--- src/rtl/pseudo_softmax_decoder_if.sv ---
// Stream bundle between the pseudo_softmax producer and its decoder.
// A transfer occurs on a rising edge where valid && ready; valid never depends on ready, and the payload holds while valid && !ready.
interface pseudo_softmax_decoder_if #(
    parameter int N_CLASSES = 10,
    parameter int W         = 8,
    parameter int PW        = 16
) ();
    logic                   in_valid;
    logic                   in_ready;
    logic [W-1:0]           mant_in;
    logic [N_CLASSES*W-1:0] exp_in;
    logic                   out_valid;
    logic                   out_ready;
    logic [PW-1:0]          out_prob;
    logic [3:0]             out_idx;
    logic                   out_last;

    modport master (
        output in_valid, mant_in, exp_in, out_ready,
        input  in_ready, out_valid, out_prob, out_idx, out_last
    );

    modport slave (
        input  in_valid, mant_in, exp_in, out_ready,
        output in_ready, out_valid, out_prob, out_idx, out_last
    );
endinterface

--- src/rtl/pseudo_softmax_decoder.sv ---
// Expands one mantissa+exponent frame into N linear Q0.PW probabilities, one per cycle, tracking arg-max.
// Optional macro PSM_SUM_CHECK_EN adds the sum_ok port and the probability-sum accumulator.
module pseudo_softmax_decoder #(
    parameter int N_CLASSES = 10,
    parameter int W         = 8,
    parameter int PW        = 16
) (
    input  logic                   clk,
    input  logic                   rst,
    pseudo_softmax_decoder_if.slave bus,
    output logic [3:0]             argmax,
    output logic                   argmax_valid,
    output logic                   busy
`ifdef PSM_SUM_CHECK_EN
    ,
    output logic                   sum_ok
`endif
);
    typedef enum logic [1:0] {IDLE, LOAD, RUN} state_t;

    localparam logic [3:0]          LAST_IDX = 4'(N_CLASSES - 1);
    localparam logic signed [W+1:0] S_OFF    = (W+2)'(PW - (W - 1));
    localparam logic signed [W+1:0] S_SAT    = (W+2)'(PW);
    localparam logic [W+1:0]        S_ZERO   = (W+2)'(W);

    state_t        state, state_next;
    logic [W-1:0]  mant_q;
    logic [W-1:0]  exp_q [N_CLASSES];
    logic [3:0]    idx_q, idx_next;
    logic          in_ready_q;
    logic [PW-1:0] prob_q;
    logic          last_q;
    logic [3:0]    best_idx;
    logic [W-1:0]  best_exp;
    logic [W-1:0]  exp_next;
    logic          accept, out_hs, last_hs;

    // value = mant * 2^(exp + PW - (W-1)), saturating high and truncating low.
    function automatic logic [PW-1:0] recon(input logic [W-1:0] mant, input logic [W-1:0] e);
        logic signed [W+1:0] s;
        logic [W+1:0]        neg;
        logic [PW+W-1:0]     wide;
        s     = $signed({{2{e[W-1]}}, e}) + S_OFF;
        neg   = '0;
        wide  = '0;
        recon = '0;
        if (!s[W+1]) begin
            if (s >= S_SAT) begin
                recon = (mant != '0) ? '1 : '0;
            end else begin
                wide = (PW+W)'(mant) << s;
                recon = (wide[PW+W-1:PW] != '0) ? '1 : wide[PW-1:0];
            end
        end else begin
            neg = -s;
            if (neg < S_ZERO) begin
                recon = PW'(mant >> neg);
            end
        end
    endfunction

    always_comb begin
        accept     = (state == IDLE) && in_ready_q && bus.in_valid;
        out_hs     = (state == RUN) && bus.out_ready;
        last_hs    = out_hs && (idx_q == LAST_IDX);
        idx_next   = idx_q + 4'd1;
        exp_next   = (int'(idx_next) < N_CLASSES) ? exp_q[idx_next] : '0;
        state_next = state;
        case (state)
            IDLE:    if (accept) state_next = LOAD;
            LOAD:    state_next = RUN;
            RUN:     if (last_hs) state_next = IDLE;
            default: state_next = IDLE;
        endcase
    end

    always_ff @(posedge clk or posedge rst) begin
        if (rst) state <= IDLE;
        else     state <= state_next;
    end

    always_ff @(posedge clk or posedge rst) begin
        if (rst) begin
            in_ready_q   <= 1'b0;
            mant_q       <= '0;
            for (int i = 0; i < N_CLASSES; i++) exp_q[i] <= '0;
            idx_q        <= '0;
            prob_q       <= '0;
            last_q       <= 1'b0;
            best_idx     <= '0;
            best_exp     <= '0;
            argmax       <= '0;
            argmax_valid <= 1'b0;
        end else begin
            in_ready_q   <= (state_next == IDLE);
            argmax_valid <= 1'b0;
            case (state)
                IDLE: begin
                    if (accept) begin
                        mant_q <= bus.mant_in;
                        for (int i = 0; i < N_CLASSES; i++) exp_q[i] <= bus.exp_in[W*i +: W];
                        idx_q  <= '0;
                    end
                end
                LOAD: begin
                    prob_q   <= recon(mant_q, exp_q[0]);
                    last_q   <= (LAST_IDX == 4'd0);
                    best_idx <= '0;
                    best_exp <= exp_q[0];
                end
                RUN: begin
                    if (last_hs) begin
                        argmax       <= best_idx;
                        argmax_valid <= 1'b1;
                    end else if (out_hs) begin
                        idx_q  <= idx_next;
                        prob_q <= recon(mant_q, exp_next);
                        last_q <= (idx_next == LAST_IDX);
                        // Shared mantissa: exponent order is probability order; ties keep the lower index.
                        if ($signed(exp_next) > $signed(best_exp)) begin
                            best_idx <= idx_next;
                            best_exp <= exp_next;
                        end
                    end
                end
                default: ;
            endcase
        end
    end

`ifdef PSM_SUM_CHECK_EN
    localparam int            SW   = PW + 4;
    localparam logic [SW-1:0] ONE  = SW'(1) << PW;
    localparam logic [SW-1:0] TOL  = SW'(1) << (PW - 3);

    logic [SW-1:0] acc_q, sum_fin, diff;

    always_comb begin
        sum_fin = acc_q + SW'(prob_q);
        diff    = (sum_fin >= ONE) ? (sum_fin - ONE) : (ONE - sum_fin);
    end

    always_ff @(posedge clk or posedge rst) begin
        if (rst) begin
            acc_q  <= '0;
            sum_ok <= 1'b0;
        end else begin
            if (accept)      acc_q <= '0;
            else if (out_hs) acc_q <= sum_fin;
            if (last_hs)     sum_ok <= (diff <= TOL);
        end
    end
`endif

    assign bus.in_ready  = in_ready_q;
    assign bus.out_valid = (state == RUN);
    assign bus.out_prob  = prob_q;
    assign bus.out_idx   = idx_q;
    assign bus.out_last  = last_q;
    assign busy          = (state == RUN);
endmodule

--- src/flat_wrapper.sv ---
// flat-port wrapper written by rule: the top's interface ports become plain ports
module pseudo_softmax_decoder_flat 
#(
    parameter int N_CLASSES = 10,
    parameter int W         = 8,
    parameter int PW        = 16
)
  (clk, rst, argmax, argmax_valid, busy, bus_in_valid, bus_mant_in, bus_exp_in, bus_out_ready, bus_in_ready, bus_out_valid, bus_out_prob, bus_out_idx, bus_out_last);
  pseudo_softmax_decoder_if #(.N_CLASSES(N_CLASSES), .W(W), .PW(PW)) bus_i ();
  input  logic clk;
  input  logic rst;
  output logic [3:0] argmax;
  output logic argmax_valid;
  output logic busy;
  input wire logic [$bits(bus_i.in_valid)-1:0] bus_in_valid;
  input wire logic [$bits(bus_i.mant_in)-1:0] bus_mant_in;
  input wire logic [$bits(bus_i.exp_in)-1:0] bus_exp_in;
  input wire logic [$bits(bus_i.out_ready)-1:0] bus_out_ready;
  output wire logic [$bits(bus_i.in_ready)-1:0] bus_in_ready;
  output wire logic [$bits(bus_i.out_valid)-1:0] bus_out_valid;
  output wire logic [$bits(bus_i.out_prob)-1:0] bus_out_prob;
  output wire logic [$bits(bus_i.out_idx)-1:0] bus_out_idx;
  output wire logic [$bits(bus_i.out_last)-1:0] bus_out_last;
  assign bus_i.in_valid = bus_in_valid;
  assign bus_i.mant_in = bus_mant_in;
  assign bus_i.exp_in = bus_exp_in;
  assign bus_i.out_ready = bus_out_ready;
  assign bus_in_ready = bus_i.in_ready;
  assign bus_out_valid = bus_i.out_valid;
  assign bus_out_prob = bus_i.out_prob;
  assign bus_out_idx = bus_i.out_idx;
  assign bus_out_last = bus_i.out_last;
  pseudo_softmax_decoder #(.N_CLASSES(N_CLASSES), .W(W), .PW(PW)) u_core (.clk(clk), .rst(rst), .bus(bus_i), .argmax(argmax), .argmax_valid(argmax_valid), .busy(busy));
endmodule
--- config.mk ---
export PLATFORM = sky130hd
export DESIGN_NAME = pseudo_softmax_decoder_flat
export DESIGN_NICKNAME = d
export VERILOG_FILES = /design/src/rtl/pseudo_softmax_decoder_if.sv /design/src/rtl/pseudo_softmax_decoder.sv /design/src/flat_wrapper.sv
export SDC_FILE = /design/constraint.sdc
export NUM_CORES = 1
export LEC_CHECK = 0
export ABC_AREA = 1
export CAP_MARGIN = 20
export CORE_MARGIN = 5
export CORE_UTILIZATION = 60
export DETAILED_ROUTE_END_ITERATION = 10
export PLACE_DENSITY = 0.85
export SKIP_LAST_GASP = 1
export SLEW_MARGIN = 10
export SYNTH_ARGS = -nofsm -noshare
export SYNTH_HDL_FRONTEND = slang
export SYNTH_SLANG_ARGS = --single-unit
--- constraint.sdc ---
create_clock -name clk -period 9.1 [get_ports clk]
set_input_delay 0.91 -clock clk [delete_from_list [all_inputs] [get_ports clk]]
set_output_delay 0.91 -clock clk [all_outputs]
set_load 0.005 [all_outputs]
==> impl_metrics.tcl, run 1 <==
set metrics [dict create \
    run_status "finished clean" \
    grt_first_pass_wirelength_um 43300 \
    distinct_cell_type_count_after_synthesis 53 \
    drive_gt1_share_pct 12.6 \
    gpl.final_weighted_congestion 0.982 \
    wl_met1_um 11500 \
    mappedNetlistArea_um2 9010 \
    grt_antenna_before_repair 0 \
    critical_path_class "reg2reg" \
    final_hold_violating_endpoints 0 \
    async_flop_share_pct 100 \
    cts_made_buffers 17 \
    highest_layer "met4" \
    cts.sink_count 129 \
    buffers_inserted_during_post_cts_setup_optimization 0 \
    max_cap_viol_count 0 \
    flip_flop_and_latch_count_after_synthesis 129 \
    die_width_um 133 \
    grt_usage_pct 30.5 \
    synthToLayoutAreaGrowth_pct 20.6 \
    min_period_ns 6.09 \
    yosysWarnings 0 \
    detail_route.vias_per_cell 6.00 \
    timing.max_slew.rel_slack_pct 35.0 \
    post-route-worst-setup-slack_ns 3.01 \
    critical_path.max_fanout 45 \
    met3_routed_wl_um 2160 \
    post_synth.cell_area_avg_um2 7.35 \
    crit_path_cell_trace "buf_4 > inv_2 > ha_1 > inv_1 > nand2_1 > o21ai_1 > nand2_2 > inv_1 > ha_1 > nand3_1 > nand2_2 > nand4_1 > nand2_2 > nand3_4 > inv_4 > a31oi_2 > a21oi_1 > inv_1 > nor2_1 > nand2_1 > a21boi_1" \
    end_kind "flop" \
    met2RoutedLength_um 12400 \
    synth_seq_area_share_pct 35.8 \
    std_cell_rows 44 \
    setup.worst_path.start_class "flop" \
    clock_skew_ns 0.00796 \
    cts_tree "built" \
    die_area_um2 17600 \
    critical-path-slowest-cell "ha_1" \
    drc 0 \
    cts_root_buffer "clkbuf_16" \
    fin_hold_ws_ns 0.475 \
    first_global_vias 8393 \
    fmax_mhz 164 \
    holdBufCountCts 0 \
    synth_nets 1341 \
    dp_hpwl_um 19400 \
    tightest_slew_ns 0.976 \
    arrival_worst_endpoint_ns 6.44 \
    clkTransAtPathRegs_ns 0.06 \
    final_common_cell "nand2_1" \
    slew_violations 0 \
    antenna_left 0 \
    fillerInstances 1110 \
    place_worst_setup_slack_ns 3.19 \
    synthCells 1227 \
    ctsHtreeMaxLevel 4 \
    layout_common_cells "nand2_1, dfrtp_1, nand3_1" \
    clock_latency_ns 0.43 \
    min_path_type "reg2reg" \
    utilization_pct 74.2 \
    critical-path-max-stage-delay_ns 0.66 \
    synth_edf_count 0 \
    grt_setup_unrepaired "no" \
    dr_total_vias 9082 \
    yosys_most_used_dff "dfrtp_1" \
    critical_path_rt_ns 9.45 \
    core_area_um2 14600 \
    antenna_cells 0 \
    fin_tns_setup_ns 0 \
    port_buffers 120 \
    setup_viol_count_final 0 \
    first_pass_iters 8 \
    clockBufferDepth 2 \
    initial_core_util_pct 61.6 \
    globalRoute.totalOverflow 0 \
    detail_route.wirelength_um 26800 \
    drt_first_iter_violations 1245 \
    fin_crit_sh_pct 66.9 \
    routed_wire_length_per_instance_um 17.7 \
    num-nets-final 1431 \
    io_pins 121 \
    cts_resized 0 \
    largest_net_degree_at_the_start_of_global_routing 81 \
    die_height_um 133 \
]
final cells by class:
type	instances	area, um2	area share [%]
multi-input cells	945	5180	47.6
flip-flops and latches	129	3230	29.7
repair buffers	125	1240	11.4
clock buffers	17	425	3.91
inverters	99	378	3.48
well taps	184	230	2.12
clock inverters	15	191	1.76
cells in the mapped netlist (all sizes together), types with 3 or more instances:
cell	instances	area share [%]
xor2	9	1.3
xnor2	3	0.29
mux2	71	8.9
or2	18	1.2
nand4	21	1.5
o211ai	11	0.92
o22ai	5	0.35
nand3	129	7.4
nand2	371	16
ha	22	3.1
a21boi	14	1.2
clkinv	3	0.14
a22oi	4	0.33
a21oi	59	3.3
clkbuf	31	1.3
o21a	3	0.25
a31oi	6	0.49
buf	23	1.4
nand3b	3	0.25
dfrtp	129	36
nor2	97	4.6
o21ai	82	4.6
a32o	3	0.33
inv	96	4.0
per-layer routing:
layer | global-route usage, % | up-vias
li1 | - | 4257
met1 | 42.7 | 4251
met2 | 48.1 | 490
met3 | 5.81 | 84
met4 | 10.1 | 0
met5 | 0 | -
state kept, by name, indices dropped and copies added (netlist names):
name	count
u_core.argmax	4
u_core.argmax_valid	1
u_core.best_exp	8
u_core.best_idx	4
u_core.bus.in_ready	1
u_core.bus.out_idx	4
u_core.bus.out_last	1
u_core.bus.out_prob	16
u_core.exp_q	80
u_core.mant_q	8
u_core.state	2
final timing paths:
kind	startpoint	to	slack, ns	depth (start not counted)
max	u_core.bus.out_idx[0]$_DFFE_PP0P_	u_core.bus.out_prob[4]$_DFFE_PP0P_	3.01	21
min reg2reg	u_core.best_idx[0]$_DFFE_PP0P_	u_core.argmax[0]$_DFFE_PP0P_	0.47	2
max reg2reg	u_core.bus.out_idx[0]$_DFFE_PP0P_	u_core.bus.out_prob[4]$_DFFE_PP0P_	3.01	21
max in group asynchronous	rst	u_core.mant_q[7]$_DFFE_PP0P_	6.75	3
min	u_core.best_idx[0]$_DFFE_PP0P_	u_core.argmax[0]$_DFFE_PP0P_	0.47	2
min in group asynchronous	rst	u_core.argmax[0]$_DFFE_PP0P_	0.92	2
critical path, delay by kind of cell, from the launching register on:
family	cells	cell delay (ns)
and+or+nand+nor	9	2.09
buffers and inverters	6	1.88
adders and majority gates	2	0.91
DFF	1	0.32
AOI/OAI and AO/OA	4	0.78
metrics by stage:
| step | std cells | area, um2 |
|---|---|---|
| after floorplan | 1227 | 9010 |
| after global placement | 1482 | 10300 |
| after detailed placement | 1482 | 10300 |
| after CTS | 1514 | 10900 |
| after global routing | 1514 | 10900 |
| final | 1514 | 10900 |
cells by family (layout without fill, tap and decap cells):
| group | Yosys count | in the layout | share of synthesized area, % |
|---|---|---|---|
| simple gates | 643 | 643 | 31.1 |
| compound gates | 196 | 196 | 12.5 |
| buf+inv | 153 | 256 | 6.86 |
| flops | 129 | 129 | 35.8 |
| mux | 72 | 72 | 8.98 |
| fa+ha+maj | 22 | 22 | 3.05 |
| xor+xnor | 12 | 12 | 1.62 |
Power of run 1 is not shown: default switching activity piles up to over one toggle a cycle in this logic, so the estimate is an artifact.
==> inputs of run 2 (changes only) <==
Settings changed: CORE_UTILIZATION 60 to 51, PLACE_DENSITY 0.85 to 0.77.
Clock period 9.1 ns to 5.3 ns, I/O delays scaled along.
==> run 2 against run 1 <==
Critical path depth shrank 1. Clock skew is 0.0045 ns higher. Non-clock buffer count rose by 10. Die area is 16% higher. Sequential share of layout area decreased by 0.34 points. Largest cell class unchanged.
==> impl_metrics.tcl, run 2 (synthesis results as in run 1) <==
set metrics [dict create \
    run_status "finished clean" \
    min_path_type "reg2reg" \
    final_hold_violating_endpoints 0 \
    drc 0 \
    holdBufCountCts 0 \
    setup_viol_count_final 0 \
    ctsHtreeMaxLevel 4 \
    final_common_cell "nand2_1" \
    buffers_inserted_during_post_cts_setup_optimization 0 \
    place_worst_setup_slack_ns 0.547 \
    io_pins 121 \
    grt_first_pass_wirelength_um 44900 \
    antenna_cells 0 \
    clock_latency_ns 0.43 \
    layout_common_cells "nand2_1, dfrtp_1, nand3_1" \
    setup.worst_path.start_class "flop" \
    grt_antenna_before_repair 0 \
    critical_path_rt_ns 5.64 \
    grt_setup_unrepaired "no" \
    end_kind "flop" \
    first_global_vias 8483 \
    die_width_um 143 \
    num-nets-final 1441 \
    timing.max_slew.rel_slack_pct 39.4 \
    detail_route.vias_per_cell 5.67 \
    fin_crit_sh_pct 91.0 \
    critical_path_class "reg2reg" \
    globalRoute.totalOverflow 0 \
    drt_first_iter_violations 843 \
    clkTransAtPathRegs_ns 0.07 \
    first_pass_iters 6 \
    largest_net_degree_at_the_start_of_global_routing 67 \
    cts.sink_count 129 \
    std_cell_rows 48 \
    dp_hpwl_um 21100 \
    core_area_um2 17300 \
    port_buffers 120 \
    detail_route.wirelength_um 28000 \
    max_flop_register "u_core.exp_q" \
    grt_usage_pct 27.8 \
    fillerInstances 1508 \
    cts_tree "built" \
    arrival_worst_endpoint_ns 5.17 \
    clock_skew_ns 0.0125 \
    antenna_left 0 \
    clockBufferDepth 2 \
    tightest_slew_ns 0.905 \
    routed_wire_length_per_instance_um 17.9 \
    dr_total_vias 8878 \
    largest_register_ffs 80 \
    fmax_mhz 207 \
    synthToLayoutAreaGrowth_pct 22.0 \
    critical_path.max_fanout 41 \
    die_area_um2 20400 \
    initial_core_util_pct 52.1 \
    drive_gt1_share_pct 13.2 \
    max_cap_viol_count 0 \
    fin_tns_setup_ns 0 \
    die_height_um 143 \
    cts_made_buffers 17 \
    gpl.final_weighted_congestion 0.957 \
    slew_violations 0 \
    cts_resized 0 \
    post-route-worst-setup-slack_ns 0.478 \
    min_period_ns 4.82 \
    cts_root_buffer "clkbuf_16" \
]
-- run 2: cell count changes in the layout (fill, tap and decap cells not counted), sizes merged --
| cell | delta |
|---|---|
| buf | +10 |
| bufinv | -1 |
| clkinv | +1 |
| clkinvlp | +1 |
| inv | -1 |
-- run 2: stage by stage --
step                      hold slack, ns  util (%)  cell area [um2]  cells
final                              0.480      63.6            11000   1565
after global routing               0.518      63.6            11000   1565
after CTS                          0.485      63.6            11000   1565
after detailed placement           0.465      60.0            10400   1533
after global placement             0.464      60.0            10400   1533
after floorplan                    0.449         -             9010   1227
-- run 2: critical path, stage by stage (launching register included) --
cell and delay [ns]:
dfrtp_1 0.43, buf_4 0.43, nand3_2 0.19, xor2_1 0.33
o21ai_1 0.14, nand2_2 0.32, inv_1 0.29, ha_1 0.30
nand3_1 0.13, nand2_2 0.11, nand3_1 0.08, nand2_1 0.07
nand2_2 0.15, nand3_4 0.15, inv_4 0.13, a31oi_2 0.16
a21oi_1 0.25, inv_1 0.06, nor2_1 0.69, nand2_1 0.14
a21boi_1 0.18
-- run 2: per-layer routing --
layer	share of wire (%)	track usage, %	wire [um]	vias up
met3	7.2	5.53	2020	41
met2	46	42.7	12900	362
met1	45	40.5	12500	4201
met5	0	0	0	-
met4	2.1	7.20	583	0
li1	-	-	-	4274
-- run 2: final timing paths --
kind,startpoint,to,slack [ns],cells after the start
worst min-delay path,u_core.argmax[2]$_DFFE_PP0P_,u_core.argmax[2]$_DFFE_PP0P_,0.48,2
max in group asynchronous,rst,u_core.mant_q[0]$_DFFE_PP0P_,3.72,3
worst max register to register,u_core.bus.out_idx[0]$_DFFE_PP0P_,u_core.bus.out_prob[2]$_DFFE_PP0P_,0.48,20
worst max-delay path,u_core.bus.out_idx[0]$_DFFE_PP0P_,u_core.bus.out_prob[2]$_DFFE_PP0P_,0.48,20
min in group asynchronous,rst,u_core.argmax[0]$_DFFE_PP0P_,0.55,2
worst min register to register,u_core.argmax[2]$_DFFE_PP0P_,u_core.argmax[2]$_DFFE_PP0P_,0.48,2
-- run 2: final cells by class --
| cell class | count | area (um2) | share of cell area, % |
|---|---|---|---|
| clock buffer | 17 | 425 | 3.87 |
| clock inverter | 15 | 190 | 1.73 |
| inverter | 99 | 378 | 3.44 |
| multi-input combinational | 945 | 5180 | 47.1 |
| sequential | 129 | 3230 | 29.4 |
| tap | 225 | 282 | 2.56 |
| timing repair buffer | 135 | 1310 | 11.9 |
Power of run 2 is left out for the same reason.
